[src/rtl/floppy_dsk_fetch.sv]
// ============================================================================
// Module   : floppy_dsk_fetch
// Purpose  : Round-robin disk-image byte fetcher for two floppy drives, with a
//            one-word read buffer per drive in front of word-wide memory.
// Revision : 1.0 - initial release
// ============================================================================
`default_nettype none

module floppy_dsk_fetch #(
  parameter logic [23:0] BASE_INT = 24'h000000,
  parameter logic [23:0] BASE_EXT = 24'h100000
) (
  input  logic        clk,
  input  logic        _reset,
  input  logic [21:0] dskReadAddrInt,
  output logic        dskReadAckInt,
  input  logic [21:0] dskReadAddrExt,
  output logic        dskReadAckExt,
  output logic [7:0]  dskReadData,
  output logic        memReq,
  output logic [23:0] memAddr,
  input  logic        memAck,
  input  logic [15:0] memData
);

  typedef enum logic [1:0] {
    S_IDLE    = 2'd0,
    S_REQ     = 2'd1,
    S_DELIVER = 2'd2
  } state_t;

  state_t           state_q;
  logic             sel_q;
  logic [21:0]      addr_q;
  logic [1:0][21:0] lastAddr_q;
  logic [1:0]       lastValid_q;
  logic [1:0][20:0] bufTag_q;
  logic [1:0][15:0] bufWord_q;
  logic [1:0]       bufValid_q;
  logic             rrLast_q;
  logic             memReq_q;
  logic [23:0]      memAddr_q;
  logic [7:0]       data_q;
  logic             ackInt_q;
  logic             ackExt_q;

  logic [1:0]       pend;
  logic             sel_d;
  logic [21:0]      addr_d;
  logic             hit_d;
  logic [7:0]       hitByte_d;
  logic [23:0]      missAddr_d;
  logic [7:0]       memByte_d;

  // A drive is pending until its current address has been granted once.
  assign pend[0] = !lastValid_q[0] || (dskReadAddrInt != lastAddr_q[0]);
  assign pend[1] = !lastValid_q[1] || (dskReadAddrExt != lastAddr_q[1]);

  assign sel_d      = (pend[0] && pend[1]) ? ~rrLast_q : pend[1];
  assign addr_d     = sel_d ? dskReadAddrExt : dskReadAddrInt;
  assign hit_d      = bufValid_q[sel_d] && (bufTag_q[sel_d] == addr_d[21:1]);
  assign hitByte_d  = addr_d[0] ? bufWord_q[sel_d][7:0] : bufWord_q[sel_d][15:8];
  assign missAddr_d = (sel_d ? BASE_EXT : BASE_INT) + {3'b000, addr_d[21:1]};
  assign memByte_d  = addr_q[0] ? memData[7:0] : memData[15:8];

  always_ff @(posedge clk or negedge _reset) begin
    if (!_reset) begin
      state_q     <= S_IDLE;
      sel_q       <= 1'b0;
      addr_q      <= '0;
      lastAddr_q  <= '0;
      lastValid_q <= '0;
      bufTag_q    <= '0;
      bufWord_q   <= '0;
      bufValid_q  <= '0;
      rrLast_q    <= 1'b1;
      memReq_q    <= 1'b0;
      memAddr_q   <= '0;
      data_q      <= '0;
      ackInt_q    <= 1'b0;
      ackExt_q    <= 1'b0;
    end else begin
      case (state_q)
        S_IDLE: begin
          if (pend[0] || pend[1]) begin
            sel_q              <= sel_d;
            addr_q             <= addr_d;
            lastAddr_q[sel_d]  <= addr_d;
            lastValid_q[sel_d] <= 1'b1;
            rrLast_q           <= sel_d;
            if (hit_d) begin
              data_q   <= hitByte_d;
              ackInt_q <= ~sel_d;
              ackExt_q <= sel_d;
              state_q  <= S_DELIVER;
            end else begin
              memAddr_q <= missAddr_d;
              memReq_q  <= 1'b1;
              state_q   <= S_REQ;
            end
          end
        end
        S_REQ: begin
          if (memAck) begin
            memReq_q          <= 1'b0;
            bufWord_q[sel_q]  <= memData;
            bufTag_q[sel_q]   <= addr_q[21:1];
            bufValid_q[sel_q] <= 1'b1;
            data_q            <= memByte_d;
            ackInt_q          <= ~sel_q;
            ackExt_q          <= sel_q;
            state_q           <= S_DELIVER;
          end
        end
        S_DELIVER: begin
          ackInt_q <= 1'b0;
          ackExt_q <= 1'b0;
          state_q  <= S_IDLE;
        end
        default: begin
          ackInt_q <= 1'b0;
          ackExt_q <= 1'b0;
          memReq_q <= 1'b0;
          state_q  <= S_IDLE;
        end
      endcase
    end
  end

  assign dskReadAckInt = ackInt_q;
  assign dskReadAckExt = ackExt_q;
  assign dskReadData   = data_q;
  assign memReq        = memReq_q;
  assign memAddr       = memAddr_q;

endmodule

`default_nettype wire

[config.mk]
export PLATFORM = sky130hd
export DESIGN_NAME = floppy_dsk_fetch
export DESIGN_NICKNAME = d
export VERILOG_FILES = /design/src/rtl/floppy_dsk_fetch.sv
export SDC_FILE = /design/constraint.sdc
export NUM_CORES = 1
export LEC_CHECK = 0
export BUFFER_PORTS_ARGS = -buffer_cell sky130_fd_sc_hd__buf_2
export CAP_MARGIN = 10
export CORE_ASPECT_RATIO = 1.25
export CORE_UTILIZATION = 33
export DETAILED_ROUTE_END_ITERATION = 10
export PLACE_DENSITY = 0.53
export SLEW_MARGIN = 20
export SYNTH_ARGS = -nofsm -noshare
export SYNTH_HDL_FRONTEND = slang
export SYNTH_SLANG_ARGS = --single-unit
[constraint.sdc]
create_clock -name clk -period 2.6 [get_ports clk]
set_input_delay 0.52 -clock clk [delete_from_list [all_inputs] [get_ports clk]]
set_output_delay 0.52 -clock clk [all_outputs]
set_load 0.1 [all_outputs]
==> flow_metrics.py, run 1 <==
metrics = {
    "outcome": {
        "outcome": "completed",
    },
    "route": {
        "vias": 5952,
        "viasPerCell": 4.931,
        "first_pass_iters": 4,
        "drt_iter0_markers": 193,
        "wl_per_cell_um": 19.19,
        "drcViolationCount": 0,
        "final_antenna_net_count": 0,
        "wirelength_um": 23170,
    },
    "worst_setup_path": {
        "required_ns": 2.91,
        "slowest_delay_ns": 0.44,
        "critPathCaptureType": "flop",
        "worstPathCellList": "xnor2_1 > nand4_1 > nor4_4 > buf_4 > a211oi_2 > a221o_2 > a21boi_4 > buf_12 > mux2_2",
        "crit_path_start_kind": "flop",
        "r2r_cells": 9,
        "slowest_stage": "a221o_2",
        "crit_arrival_ns": 2.86,
        "crit_type": "reg2reg",
        "crit-reg2reg-launch": "lastAddr_q[31]",
        "timing.rr.end": "dskReadData[4]",
        "worst-path-max-fanout": 9,
        "reg2reg_slack_ns": 0.05,
    },
    "power": {
        "p_int_uw": 8397,
        "p_switching_uw": 6306,
        "power_frac_seq": 0.351,
        "p_clk_frac": 0.177,
        "p_sw_frac": 0.4289,
        "total_power_uw": 14700,
        "p_leak_uw": 0.004878,
        "combPwrFrac": 0.473,
        "vdd_drop_max_v": 0.0007875,
        "p_per_area_nw_per_um2": 1348,
    },
    "grt": {
        "antenna_found_initial": 1,
        "grt_use_met1": 0.2277,
        "grt_pass1_wl_um": 36290,
        "grt-busiest-layer": "met2",
        "grt_max_degree": 72,
        "grt_use_met2": 0.3152,
        "grt_usage": 0.1805,
        "use_met3": 0.02600,
        "grt.overflow.total": 0,
        "grt_pass1_vias": 6262,
    },
    "synth": {
        "post-synth-top-area-cell": "dfrtp_1",
        "synth_cell_types": 46,
        "synth_edf_count": 0,
        "synth.top_cell.area_share": 0.5248,
        "synth_cells": 690,
        "synth_area_per_cell_um2": 12.44,
        "synthFlopType": "dfrtp_1",
        "async_flop_share": 1.000,
        "yosysSeqAreaShare": 0.5278,
        "synth_area_um2": 8583,
        "ys_top_cells_by_count": "180 x dfrtp_1, 133 x mux2_2, 58 x xor2_1, 55 x o21ai_0, 40 x nand2_1",
        "ys_ff_latch": 181,
        "synth_most_common_cell": "dfrtp_1",
        "yosysWarningCount": 0,
        "ys_top_cells_by_area": "dfrtp_1 52%, mux2_2 17%, xor2_1 5.9%",
    },
    "clock_network": {
        "cts_sinks": 181,
        "cts_tree": "built",
        "path_clk_slew_ns": 0.08,
        "htree_levels": 4,
        "cts-hold-fix-buffers": 0,
        "clock_path_buffers": 2,
        "cts_buffers": 17,
        "root_buffer": "clkbuf_16",
        "clock_latency_ns": 0.43,
    },
    "sta": {
        "fin_crit_ns": 2.550,
        "hold_violations": 0,
        "slew_violations": 0,
        "max_freq_mhz": 392.1,
        "finClkSkew_ns": 0.01216,
        "max_slew_margin": 0.5964,
        "finalSetupViolCount": 0,
        "finalCritPeriodShare": 0.9808,
        "rsz0062_at_grt": "true",
        "tightest_slew_ns": 0.6054,
    },
    "final_layout": {
        "final_nets": 922,
        "final_core_util": 0.4299,
        "drive_gt1_frac": 0.4323,
        "area_growth_pct": 27.10,
        "antenna_cells": 0,
    },
    "die": {
        "num_rows": 65,
        "die_h_um": 182.3,
        "initial_utilization": 0.3383,
        "core_um2": 25370,
        "die_w_um": 146.3,
        "ioPinCount": 98,
        "dieArea_um2": 26660,
    },
    "place": {
        "place.gp.congestion": 0.7790,
        "dp_hpwl_um": 16910,
        "port_buffers": 95,
    },
    "flow_run": {
        "maxCapViolCount": 0,
    },
    "worst_hold_path": {
        "hp-class": "in2async",
    },
}
-- state kept, by name, summed over array words and instances, names as in the netlist --
| name | flops |
|---|---|
| addr_q | 22 |
| bufTag_q | 42 |
| bufValid_q | 2 |
| bufWord_q | 32 |
| dskReadAckExt | 1 |
| dskReadAckInt | 1 |
| dskReadData | 8 |
| lastAddr_q | 44 |
| lastValid_q | 2 |
| memAddr | 22 |
| memReq | 1 |
| rrLast_q | 1 |
| sel_q | 1 |
| state_q | 2 |
-- worst max-delay path, delay by kind of cell, from the launching register on --
| family | cells | cell delay, ns |
|---|---|---|
| xor+xnor | 1 | 0.27 |
| mux | 1 | 0.33 |
| simple gates | 2 | 0.44 |
| compound gates | 3 | 0.69 |
| buf+inv | 2 | 0.32 |
| flops | 1 | 0.39 |
-- final cells by class --
class	instances	area, um2
inverters	2	7.507
well taps	335	419.2
flip-flops and latches	181	4531
fillers	2441	14470
multi-input cells	470	3969
clock buffers	17	425.4
repair buffers	187	1396
clock inverters	15	161.4
-- repair_timing --
action | in CTS | in global routing
gates resized for setup | 9 | 11
pin swaps | 5 | 2
endpoints found under the setup margin | 94 | 72
gates cloned | 0 | 2
buffers inserted | 0 | 2
-- power by group through the flow --
| stage | combinational [uW] | clock, uW | sequential [uW] |
|---|---|---|---|
| after CTS | 6850 | 2660 | 5170 |
| after global placement | 6720 | 0 | 5180 |
| after global routing | 7450 | 2780 | 5350 |
| after floorplan | 3320 | 0 | 6690 |
| after detailed placement | 6810 | 0 | 5210 |
| final | 6950 | 2600 | 5160 |
-- cell families (layout without fill, tap and decap cells) --
logic type	Yosys count	count (layout)	synth area share
AOI/OAI and AO/OA	103	103	0.07697
xor gates and xnor gates	87	87	0.08878
buffers and inverters	40	221	0.02128
DFF	181	181	0.5278
muxes	172	172	0.2211
other	1	2	0.0004369
and+or+nand+nor	106	106	0.06356
-- how the worst max path moves through the flow --
stage          cells past startpoint              start              to  slack [ns]
6_report                           9     lastAddr_q[31]  dskReadData[4]        0.05
5_1_grt                            9     lastAddr_q[33]  dskReadData[1]       -0.04
4_1_cts                            9     lastAddr_q[33]  dskReadData[1]        0.02
3_5_place_dp                      12  dskReadAddrExt[9]      addr_q[11]       -0.39
3_3_place_gp                      12  dskReadAddrExt[9]      addr_q[11]       -0.38
2_1_floorplan                      8  dskReadAddrInt[8]  dskReadData[0]        0.19
-- through the flow --
step	worst slack [ns]	instance area [um2]	setup TNS [ns]	instances	hold WS [ns]
global route	-0.04489	10910	-0.2717	1207	0.1352
finish	0.04992	10910	0	1207	0.09315
global placement	-0.3771	10170	-32.65	1171	0.4487
CTS	0.01732	10800	0	1203	0.1209
detailed placement	-0.3913	10170	-32.04	1171	0.4571
floorplan	0.1928	8587	0	691	0.2244
-- cell usage in the layout (no fill, tap or decap), types with 2 or more instances in the layout --
cell and n:
dfrtp_1 180, mux2_2 133, buf_2 94, buf_4 74, xor2_1 58, o21ai_0 55, nand2_1 37, mux2i_1 35
xnor2_1 27, o31ai_1 21, clkbuf_16 19, nor4_1 17, buf_12 14, nor2_1 12, nand4_1 10, o311ai_0 8
nand2b_1 4, inv_8 4, inv_6 4, nand3_1 3, nor4b_1 3, and4_1 3, a21oi_1 3, a21o_1 3
nand3_2 2, xnor2_2 2, nand2_2 2, nor3_1 2, or4_1 2, inv_1 2, a2111oi_2 2, mux2i_2 2
mux2_4 2, conb_1 2, clkinv_4 2, clkinv_2 2
-- routing by layer --
layer	wire, um	vias up
li1	-	2825
met1	10060	2982
met2	11780	114
met3	819	29
met4	492	2
met5	10	-
Power figures use the tool's default switching activity.
==> run 2: changes to the inputs <==
Settings changed: PLACE_DENSITY 0.53 to 0.48.
==> run 2 against run 1 <==
Effect of this change:
- clock power up 3%
- largest power group unchanged
- flip-flop and latch count unchanged
- via count up 1.5%
- critical path type unchanged
- worst hold slack better by 0.24 ns
- register-to-register slack about the same
- combinational power up 2%
==> flow_metrics.py, run 2 (same netlist as run 1, synthesis figures left out) <==
metrics = {
    "sta": {
        "finalSetupViolCount": 0,
        "tightest_slew_ns": 0.5427,
        "max_freq_mhz": 392.8,
        "holdWs_ns": 0.3357,
        "hold_violations": 0,
        "fin_crit_ns": 2.546,
        "max_slew_margin": 0.6378,
        "finalCritPeriodShare": 0.9793,
        "rsz0062_at_grt": "true",
        "slew_violations": 0,
        "finClkSkew_ns": 0.01269,
    },
    "final_layout": {
        "drive_gt1_frac": 0.4346,
        "ff_latch_area_um2": 4531,
        "final_cell_mix": "180 x dfrtp_1, 130 x mux2_2, 94 x buf_2",
        "n_fill_cell": 2433,
        "regMostFlops": "lastAddr_q",
        "largest_reg_flops": 44,
        "finalInstanceArea_um2": 11030,
        "mostFrequentLayoutCell": "dfrtp_1",
        "antenna_cells": 0,
        "final_core_util": 0.4346,
        "area_growth_pct": 28.48,
        "multi_input_area_um2": 4050,
        "final_nets": 922,
        "reg.largest.list": "lastAddr_q x44, bufTag_q x42, bufWord_q x32",
    },
    "place": {
        "place.gp.congestion": 0.8136,
        "port_buffers": 95,
        "place_area_um2": 10100,
        "dp_hpwl_um": 17630,
    },
    "grt": {
        "grt-busiest-layer": "met2",
        "grt_usage": 0.1857,
        "antenna_found_initial": 0,
        "grt_use_met1": 0.2210,
        "grt_max_degree": 73,
        "grt_use_met2": 0.3364,
        "use_met3": 0.03125,
        "grt_pass1_vias": 6495,
        "grt_pass1_wl_um": 37250,
        "grt.overflow.total": 0,
    },
    "clock_network": {
        "clock_path_buffers": 2,
        "cts_tree": "built",
        "htree_levels": 4,
        "cts_buffers": 17,
        "root_buffer": "clkbuf_16",
        "path_clk_slew_ns": 0.08,
        "clock_latency_ns": 0.44,
        "cts_sinks": 181,
    },
    "worst_setup_path": {
        "reg2reg_slack_ns": 0.05,
        "worst-path-max-fanout": 9,
        "crit_type": "reg2reg",
        "critPathCaptureType": "flop",
        "required_ns": 2.93,
        "crit_path_start_kind": "flop",
        "crit_arrival_ns": 2.87,
    },
    "route": {
        "wirelength_um": 24200,
        "vias": 6041,
        "wl_per_cell_um": 20.05,
        "final_antenna_net_count": 0,
        "first_pass_iters": 6,
        "drt_iter0_markers": 273,
        "viasPerCell": 5.005,
        "drcViolationCount": 0,
    },
    "power": {
        "total_power_uw": 14980,
        "combPwrFrac": 0.474,
        "p_leak_uw": 0.004919,
        "p_sw_frac": 0.4311,
        "power_frac_seq": 0.346,
        "p_per_area_nw_per_um2": 1358,
        "vdd_drop_max_v": 0.0006528,
        "p_switching_uw": 6458,
        "p_int_uw": 8520,
        "p_clk_frac": 0.180,
    },
    "die": {
        "die_w_um": 146.3,
        "ioPinCount": 98,
        "num_rows": 65,
        "die_h_um": 182.3,
        "dieArea_um2": 26660,
        "core_um2": 25370,
        "initial_utilization": 0.3383,
    },
    "outcome": {
        "outcome": "completed",
    },
    "flow_run": {
        "maxCapViolCount": 0,
    },
    "worst_hold_path": {
        "hp-class": "in2reg",
    },
}
-- run 2: final timing paths --
kind                                      from             end  cells past startpoint
worst min-delay path                memData[6]    bufWord_q[6]                      2
min in group asynchronous               _reset  lastAddr_q[25]                      2
worst min register to register   bufValid_q[1]   bufValid_q[1]                      1
max in group asynchronous               _reset        rrLast_q                      3
worst max-delay path            lastAddr_q[34]  dskReadData[5]                     10
worst max register to register  lastAddr_q[34]  dskReadData[5]                     10
-- run 2: area by class of cell --
| type | instances | share of cell area |
|---|---|---|
| timing repair buffer | 187 | 0.1276 |
| clock buffer | 17 | 0.03857 |
| clock inverter | 15 | 0.01702 |
| multi-input combinational | 470 | 0.3673 |
| tap | 335 | 0.03801 |
| inverter | 2 | 0.0006807 |
| sequential | 181 | 0.4108 |
-- run 2: critical path, cell delays in order, from the launching register on --
cell,delay (ns)
dfrtp_1,0.39
xnor2_1,0.19
nand4_1,0.17
nor4_4,0.27
buf_4,0.17
a211oi_2,0.06
buf_4,0.15
a221o_1,0.37
a21boi_4,0.18
buf_12,0.15
mux2_2,0.33
-- run 2: stage by stage --
step | setup WS (ns) | TNS (ns) | instances
finish | 0.05389 | 0 | 1207
detailed placement | -0.5098 | -26.81 | 1165
global route | -0.08767 | -0.7628 | 1207
global placement | -0.5071 | -29.60 | 1165
CTS | 0.02636 | 0 | 1201
floorplan | 0.1928 | 0 | 691
-- run 2: layer usage --
| metal | wire, um | vias up |
|---|---|---|
| li1 | - | 2833 |
| met1 | 10120 | 3058 |
| met2 | 12800 | 123 |
| met3 | 815 | 27 |
| met4 | 469 | 0 |
| met5 | 0 | - |
-- run 2: power groups by stage --
stage	Sequential, uW	Combinational, uW	Clock, uW
after floorplan	6690	3320	0
after global placement	5170	6570	0
after detailed placement	5230	6690	0
after CTS	5190	6760	2760
after global routing	5370	7600	2880
final	5180	7110	2690
-- run 2: repair_timing --
action / CTS / global route
gates resized for setup: 4 / 43
endpoints found under the setup margin: 80 / 90
pin swaps: 4 / 3
cloned: 0 / 4
buffers inserted: 3 / 2
hold endpoints to repair: 23 / 0
hold buffers: 1 / 0
